`src/rtl/theta_step_driver.sv`:
```
// rtl/theta_step_driver.sv - step/direction pulse generator for the two SCARA joints
//
// Turns a pair of signed 9-bit joint increments into lockstep step pulse trains
// and keeps the commanded joint positions in step units.
//
// Ports:
//   clk, reset            clock, asynchronous active-high reset
//   load                  start request, honoured only in IDLE
//   dth1, dth2            signed joint increments in steps
//   busy                  high while a segment executes
//   done                  one-cycle pulse when the segment is complete
//   step1, step2          step pulses to the drivers
//   dir1, dir2            direction, 1 = positive increment
//   th1_pos, th2_pos      signed commanded positions (wrap modulo 2^POS_WIDTH)
module theta_step_driver #(
    parameter int STEP_HALF = 500,
    parameter int DIR_SETUP = 4,
    parameter int POS_WIDTH = 16
) (
    input  logic                        clk,
    input  logic                        reset,
    input  logic                        load,
    input  logic signed [8:0]           dth1,
    input  logic signed [8:0]           dth2,
    output logic                        busy,
    output logic                        done,
    output logic                        step1,
    output logic                        step2,
    output logic                        dir1,
    output logic                        dir2,
    output logic signed [POS_WIDTH-1:0] th1_pos,
    output logic signed [POS_WIDTH-1:0] th2_pos
);

    typedef enum logic [2:0] {
        IDLE,
        SETUP,
        STEP_HI,
        STEP_LO,
        DONE
    } state_t;

    localparam int CNT_MAX = (STEP_HALF > DIR_SETUP) ? STEP_HALF : DIR_SETUP;
    localparam int CNT_W   = (CNT_MAX > 1) ? $clog2(CNT_MAX) : 1;
    localparam logic [CNT_W-1:0] SETUP_LAST = CNT_W'(DIR_SETUP - 1);
    localparam logic [CNT_W-1:0] HALF_LAST  = CNT_W'(STEP_HALF - 1);

    state_t           state;
    state_t           state_next;
    logic [CNT_W-1:0] cnt;
    logic [9:0]       rem1;
    logic [9:0]       rem2;
    logic             enter_hi;

    // Magnitude of a 9-bit signed value; 10 bits so that -256 maps to 256.
    function automatic logic [9:0] mag(input logic [8:0] d);
        logic [9:0] e;
        e = {d[8], d};
        return d[8] ? (~e + 10'd1) : e;
    endfunction

    function automatic logic [POS_WIDTH-1:0] bump(input logic [POS_WIDTH-1:0] p,
                                                   input logic dir);
        return dir ? (p + POS_WIDTH'(1)) : (p - POS_WIDTH'(1));
    endfunction

    always_comb begin
        state_next = state;
        case (state)
            IDLE: begin
                if (load) begin
                    state_next = (dth1 == 9'sd0 && dth2 == 9'sd0) ? DONE : SETUP;
                end
            end
            SETUP: begin
                if (cnt == SETUP_LAST) begin
                    state_next = STEP_HI;
                end
            end
            STEP_HI: begin
                if (cnt == HALF_LAST) begin
                    state_next = STEP_LO;
                end
            end
            STEP_LO: begin
                if (cnt == HALF_LAST) begin
                    state_next = (rem1 != 10'd0 || rem2 != 10'd0) ? STEP_HI : DONE;
                end
            end
            DONE: begin
                state_next = IDLE;
            end
            default: begin
                state_next = IDLE;
            end
        endcase
    end

    // The pulse, count decrement and position update all happen on the edge
    // that enters STEP_HI, so the position moves in the same cycle the step rises.
    assign enter_hi = (state_next == STEP_HI) && (state != STEP_HI);

    always_ff @(posedge clk or posedge reset) begin
        if (reset) begin
            state   <= IDLE;
            cnt     <= '0;
            rem1    <= 10'd0;
            rem2    <= 10'd0;
            busy    <= 1'b0;
            done    <= 1'b0;
            step1   <= 1'b0;
            step2   <= 1'b0;
            dir1    <= 1'b0;
            dir2    <= 1'b0;
            th1_pos <= '0;
            th2_pos <= '0;
        end else begin
            state <= state_next;
            cnt   <= (state_next != state) ? '0 : cnt + 1'b1;
            busy  <= (state_next == SETUP) || (state_next == STEP_HI) || (state_next == STEP_LO);
            done  <= (state_next == DONE);

            if (state == IDLE && load) begin
                rem1 <= mag(dth1);
                rem2 <= mag(dth2);
                // A zero increment leaves that axis's direction untouched.
                if (dth1 != 9'sd0) begin
                    dir1 <= ~dth1[8];
                end
                if (dth2 != 9'sd0) begin
                    dir2 <= ~dth2[8];
                end
            end

            if (enter_hi) begin
                step1 <= (rem1 != 10'd0);
                step2 <= (rem2 != 10'd0);
                if (rem1 != 10'd0) begin
                    rem1    <= rem1 - 10'd1;
                    th1_pos <= bump(th1_pos, dir1);
                end
                if (rem2 != 10'd0) begin
                    rem2    <= rem2 - 10'd1;
                    th2_pos <= bump(th2_pos, dir2);
                end
            end else if (state_next != STEP_HI) begin
                step1 <= 1'b0;
                step2 <= 1'b0;
            end
        end
    end

endmodule

```
`config.mk`:
```
export PLATFORM = sky130hd
export DESIGN_NAME = theta_step_driver
export DESIGN_NICKNAME = d
export VERILOG_FILES = /design/src/rtl/theta_step_driver.sv
export SDC_FILE = /design/constraint.sdc
export NUM_CORES = 1
export LEC_CHECK = 0
export ABC_AREA = 1
export CAP_MARGIN = 10
export CORE_MARGIN = 2
export CORE_UTILIZATION = 52
export CTS_CLUSTER_DIAMETER = 120
export DETAILED_ROUTE_END_ITERATION = 7
export PLACE_DENSITY = 0.83
export SLEW_MARGIN = 20
export SYNTH_ARGS = -nofsm -noshare
export SYNTH_HDL_FRONTEND = slang
export SYNTH_SLANG_ARGS = --single-unit
```
`constraint.sdc`:
```
create_clock -name clk -period 2.4 [get_ports clk]
set_clock_uncertainty 0.05 [all_clocks]
set_input_delay 0.48 -clock clk [delete_from_list [all_inputs] [get_ports clk]]
set_output_delay 0.48 -clock clk [all_outputs]
set_load 0.005 [all_outputs]
```
==> flow_metrics.env, run 1 <==
export IMPL_synth_cell_type_count=35
export IMPL_drc=0
export IMPL_path_max_fanout=19
export IMPL_p_per_area_nw_per_um2=1460
export IMPL_fp_dieArea_um2=11500
export IMPL_slew_viol_final=0
export IMPL_synth_top_cell_area_share_pct=31.6
export IMPL_synth_area_top_cells="dfrtp_1 32%, nand2_1 18%, nand3_1 9.7%"
export IMPL_fin_area_um2=6970
export IMPL_yosysTopAreaCell="dfrtp_1"
export IMPL_io_pins=59
export IMPL_drt_total_wl_mm=13.4
export IMPL_cts_tree="yes"
export IMPL_port_buffers=58
export IMPL_critPathArrivalTime_ps=2490
export IMPL_worstSetupEndpointType="flip-flop"
export IMPL_cp_data_required_time_ps=2640
export IMPL_fin_util_pct=67.5
export IMPL_outcome="finished clean"
export IMPL_insertion_delay_ps=350
export IMPL_synth_nets=867
export IMPL_grt_max_degree=71
export IMPL_clock_fmax_ghz=0.444
export IMPL_dr_pass1_iters=4
export IMPL_cap_violations=0
export IMPL_die_h_um=107
export IMPL_fin_tns_setup_ps=0
export IMPL_cts_root_buf="clkbuf_8"
export IMPL_initialDrtViolationCount=192
export IMPL_grt_total_usage_pct=24.7
export IMPL_finalSetupViolations=0
export IMPL_ys_flop_type="dfrtp_1"
export IMPL_ys_async_sr_fraction_pct=100
export IMPL_worstPathCellList="clkdlybuf4s50_1 -> inv_1 -> ha_1 -> inv_1 -> nor3_2 -> nand3_2 -> nand2_2 -> nand2_2 -> nor2_8 -> nand2_4 -> nor2_8 -> buf_12 -> nand3_1 -> nand2_1"
export IMPL_dp_cells=1037
export IMPL_crit_type="in2reg"
export IMPL_cts_buffers_inserted=9
export IMPL_fin_crit_ps=2250
export IMPL_cpPeakStageDelay_ps=420
export IMPL_clk_pin_slew_ps=80
export IMPL_cts_sinks=70
export IMPL_synth_edff_count=0
export IMPL_hold_viol=0
export IMPL_ys_ff_latch=70
export IMPL_fin_cells=1059
export IMPL_routabilityCongestion=0.933
export IMPL_htree_levels=3
export IMPL_antenna_found_initial=0
export IMPL_vias=5522
export IMPL_syn_to_final_growth_pct=25.9
export IMPL_drive_gt1_share_pct=10.2
export IMPL_worst_pin_slew_ps=525
export IMPL_fin_crit_sh_pct=93.9
export IMPL_netlist_instances=809
export IMPL_num_rows=37
export IMPL_placed_area_um2=6630
export IMPL_hpwl_mm=9.56
export IMPL_synth_most_common_cell="nand2_1"
export IMPL_syn_area_um2=5540
export IMPL_gr_total_overflow=0
export IMPL_hp_class="reg2reg"
export IMPL_peakVddDrop_mv=0.779
export IMPL_p_leak_nw=3.66
export IMPL_relSlewSlack_pct=64.9
export IMPL_cp_slowest_cell="clkdlybuf4s50_1"
export IMPL_seq_area_frac_synth_pct=31.6
export IMPL_grt_pass1_vias=5179
export IMPL_vias_per_cell=5.21
export IMPL_finalNetCount=976
export IMPL_grt_pass1_wl_mm=23.3
export IMPL_setup_worst_path_start_class="primary input"
export IMPL_core_um2=10300
export IMPL_antenna_left=0
export IMPL_yosys_warnings=0
export IMPL_synthTopCellsByCount="266 x nand2_1, 107 x nand3_1, 77 x inv_1"
export IMPL_die_x_um=107
export IMPL_cts_buffer_depth=2
export IMPL_num_antenna_cells=0
export IMPL_routedWlPerCell_um=12.7
export IMPL_holdBufCountCts=0
export IMPL_avgSynthCellArea_um2=6.84
export IMPL_start_util_pct=53.6
## sequential cells by signal, indices dropped and copies added, names as in the netlist
signal,cells
step1,1
cnt,9
th1_pos,16
dir2,1
state,3
done,1
dir1,1
rem2,10
rem1,10
step2,1
th2_pos,16
busy,1
## stage by stage
step                hold WS [ps]  power [mW]  setup WS [ps]
finish                       437        10.2            145
global route                 456        11.2          -16.5
CTS                          440        10.0           18.6
detailed placement           421        8.76           -217
global placement             401        8.63           -130
floorplan                    383        6.72            102
## critical path: cells and delay by family
kind | cells | cell delay [ps]
simple gates | 9 | 1090
buf+inv | 4 | 740
fa+ha+maj | 1 | 170
## routing by layer
| layer | vias to the layer above | track usage (%) | wire (um) |
|---|---|---|---|
| met5 | - | 0 | 0 |
| li1 | 2858 | - | - |
| met2 | 114 | 42.0 | 6630 |
| met3 | 18 | 4.44 | 484 |
| met4 | 0 | 6.68 | 178 |
| met1 | 2532 | 32.2 | 6110 |
## cell type report
type                       instances  area (um2)
multi-input combinational        641        3390
fill                             887        3360
tap                              136         170
timing repair buffer             114        1100
clock buffer                      10         128
sequential                        70        1750
clock inverter                     6         110
inverter                          82         315
## final timing paths
check                                   from                       to  slack, ps  cells past startpoint
max                                  dth2[0]        rem2[6]$_DFF_PP0_        150                     14
min                        step1$_DFFE_PP0P_        step1$_DFFE_PP0P_        440                      2
max reg2reg                 dir1$_DFFE_PP0P_  th1_pos[14]$_DFFE_PP0P_        180                     12
min reg2reg                step1$_DFFE_PP0P_        step1$_DFFE_PP0P_        440                      2
max in group asynchronous              reset        rem1[1]$_DFF_PP0_       1510                      3
min in group asynchronous              reset   th1_pos[1]$_DFFE_PP0P_        450                      3
## where the power goes
group          switching, mW  internal (mW)  total [mW]
Combinational           3.89           2.98        6.87
Sequential             0.462           1.70        2.16
Clock                  0.490          0.689        1.18
Total                   4.84           5.36        10.2
## repair_timing
item | 4_1_cts | 5_1_grt
hold endpoints to repair | 0 | 0
setup endpoints to repair | 0 | 61
setup buffers | 0 | 6
gates resized for setup | 0 | 6
## cells by family after synthesis
family                     after synthesis  synth area share (%)
adders and majority gates               37                  8.63
and+or+nand+nor                        478                  38.2
AOI/OAI and AO/OA                       89                  8.27
xor gates and xnor gates                37                  5.85
buffers and inverters                   98                  7.41
DFF                                     70                  31.6
## placed cells by master, fill, tap and decap left out, types with 35 or more instances in the layout
| cell type | count |
|---|---|
| ha_1 | 35 |
| buf_4 | 48 |
| inv_1 | 74 |
| nor2_1 | 65 |
| dfrtp_1 | 70 |
| a21oi_1 | 40 |
| nand2_1 | 265 |
| clkdlybuf4s50_1 | 58 |
| nand3_1 | 106 |
| o21ai_0 | 40 |
(Power assumes the default switching activity.)
==> run 2: changes to the inputs <==
--- a/config.mk
+++ b/config.mk
@@ -8,8 +8,9 @@
 export ABC_AREA = 1
 export CAP_MARGIN = 10
-export CORE_MARGIN = 2
+export CORE_MARGIN = 3
 export CORE_UTILIZATION = 52
 export CTS_CLUSTER_DIAMETER = 120
 export DETAILED_ROUTE_END_ITERATION = 7
+export GPL_ROUTABILITY_DRIVEN = 0
 export PLACE_DENSITY = 0.83
 export SLEW_MARGIN = 20
==> constraint.sdc (replaced) <==
create_clock -name clk -period 2.4 [get_ports clk]
set_clock_uncertainty 0.05 [all_clocks]
set_input_delay 0.24 -clock clk [delete_from_list [all_inputs] [get_ports clk]]
set_output_delay 0.24 -clock clk [all_outputs]
set_load 0.005 [all_outputs]
==> flow_metrics.env, run 2 (synthesized netlist as in run 1, its figures left out) <==
export IMPL_outcome="finished clean"
export IMPL_fp_dieArea_um2=11900
export IMPL_die_h_um=109
export IMPL_grt_pass1_vias=5176
export IMPL_setup_worst_path_start_class="flip-flop"
export IMPL_fin_crit_ps=2260
export IMPL_drt_total_wl_mm=13.6
export IMPL_hpwl_mm=10.1
export IMPL_cts_tree="yes"
export IMPL_clock_fmax_ghz=0.442
export IMPL_grt_pass1_wl_mm=22.9
export IMPL_clk_pin_slew_ps=70
export IMPL_cts_sinks=70
export IMPL_holdBufCountCts=0
export IMPL_peakVddDrop_mv=0.773
export IMPL_rr_worst_depth=11
export IMPL_core_um2=10300
export IMPL_die_x_um=109
export IMPL_cts_root_buf="clkbuf_8"
export IMPL_path_delay_family="simple AND/OR/NAND/NOR gates"
export IMPL_r2r_start="dir1$_DFFE_PP0P_"
export IMPL_cts_buffer_depth=2
export IMPL_insertion_delay_ps=340
export IMPL_vias=5604
export IMPL_grt_total_usage_pct=23.5
export IMPL_io_pins=59
export IMPL_p_per_area_nw_per_um2=1460
export IMPL_syn_to_final_growth_pct=21.7
export IMPL_multi_input_area_um2=3380
export IMPL_worstPathCellList="clkinvlp_4 -> buf_4 -> fa_1 -> nand2_1 -> nand3_1 -> nand2_1 -> nand2_1 -> nand2_1 -> nand2_1 -> nand3_1 -> nand2_1"
export IMPL_critPathArrivalTime_ps=2450
export IMPL_dr_pass1_iters=7
export IMPL_hold_viol=0
export IMPL_cap_violations=0
export IMPL_drc=0
export IMPL_num_rows=37
export IMPL_fillCellCount=899
export IMPL_initialDrtViolationCount=288
export IMPL_whs_ps=217
export IMPL_worstSetupEndpointType="flip-flop"
export IMPL_cp_data_required_time_ps=2590
export IMPL_cts_buffers_inserted=9
export IMPL_mostFrequentLayoutCell="nand2_1"
export IMPL_routedWlPerCell_um=13.1
export IMPL_gr_total_overflow=0
export IMPL_start_util_pct=53.6
export IMPL_htree_levels=3
export IMPL_layout_common_cells="265 x nand2_1, 107 x nand3_1, 74 x inv_1, 68 x dfrtp_1, 65 x nor2_1"
export IMPL_grt_max_degree=39
export IMPL_drive_gt1_share_pct=8.08
export IMPL_crit_path_end="th1_pos[8]$_DFFE_PP0P_"
export IMPL_fin_tns_setup_ps=0
export IMPL_crit_start="dir1$_DFFE_PP0P_"
export IMPL_worst_pin_slew_ps=546
export IMPL_rsz0062_at_grt="no"
export IMPL_crit_top_cell="nand2_1"
export IMPL_path_max_fanout=7
export IMPL_antenna_left=0
export IMPL_cp_slowest_cell="fa_1"
export IMPL_finalNetCount=959
export IMPL_path_depth=11
export IMPL_r2r_end="th1_pos[8]$_DFFE_PP0P_"
export IMPL_relSlewSlack_pct=63.6
export IMPL_cpPeakStageDelay_ps=510
export IMPL_finalSetupViolations=0
export IMPL_seq_area_um2=1750
export IMPL_total_power_mw=9.81
export IMPL_crit_type="reg2reg"
export IMPL_hp_class="in2async"
export IMPL_antenna_found_initial=0
export IMPL_r2r_slack_ps=140
export IMPL_port_buffers=58
export IMPL_top_regs="th1_pos (16), th2_pos (16)"
export IMPL_slew_viol_final=0
export IMPL_fin_crit_sh_pct=94.4
export IMPL_p_leak_nw=3.54
export IMPL_worst_path_buf_inv=2
export IMPL_num_antenna_cells=0
export IMPL_vias_per_cell=5.39
## run 2: cell types whose count changed in the layout (fill, tap and decap cells not counted), moves of 2 or more
cell	delta
dfrtp_2	+2
dfrtp_1	-2
clkbuf_1	+2
bufinv_16	-2
buf_12	-2
buf_4	-16
## run 2: routing by layer
metal	global-route usage, %	up-vias	wire [um]
li1	-	2815	-
met1	30.4	2595	6120
met2	40.2	172	6670
met3	3.97	22	663
met4	7.12	0	183
met5	0	-	0
## run 2: worst min-delay path by stage
stage                             end  slack (ps)  cells past startpoint
2_1_floorplan        cnt[0]$_DFF_PP0_         380                      1
3_3_place_gp         cnt[0]$_DFF_PP0_         400                      1
3_5_place_dp        step1$_DFFE_PP0P_         420                      2
4_1_cts             step1$_DFFE_PP0P_         220                      2
5_1_grt             step1$_DFFE_PP0P_         250                      2
6_report       th1_pos[8]$_DFFE_PP0P_         220                      2
## run 2: power breakdown
part / leakage, nW / switching (mW) / internal [mW]
Clock: 0.0863 / 0.434 / 0.469
Combinational: 2.57 / 3.89 / 2.84
Sequential: 0.883 / 0.474 / 1.70
## run 2: layout make-up
cell class	count	share of cell area, %
multi-input cells	641	50.1
repair inverters	1	0.111
flip-flops and latches	70	26.0
well taps	136	2.53
inverters	82	4.68
repair buffers	96	14.0
clock buffers	12	2.01
clock inverters	2	0.520
## run 2: worst reg2reg max path, cell delays in order (launching register included)
cell and delay, ps:
dfrtp_2 460, clkinvlp_4 210, buf_4 190, fa_1 510, nand2_1 120, nand3_1 160, nand2_1 150, nand2_1 80
nand2_1 80, nand2_1 50, nand3_1 70, nand2_1 50
## run 2: timing repair
item	in CTS	in global routing
setup buffers	0	5
gates resized for setup	0	6
setup endpoints to repair	0	10
## run 2: stage by stage
| stage | cells | cell area (um2) | worst slack (ps) | util, % |
|---|---|---|---|---|
| after detailed placement | 1020 | 6510 | -2.66 | 63.0 |
| final | 1040 | 6730 | 135 | 65.2 |
| after global routing | 1040 | 6730 | 12.6 | 65.2 |
| after global placement | 1020 | 6510 | 46.8 | 63.0 |
| after floorplan | 809 | 5540 | 342 | - |
| after CTS | 1034 | 6680 | 58.9 | 64.7 |
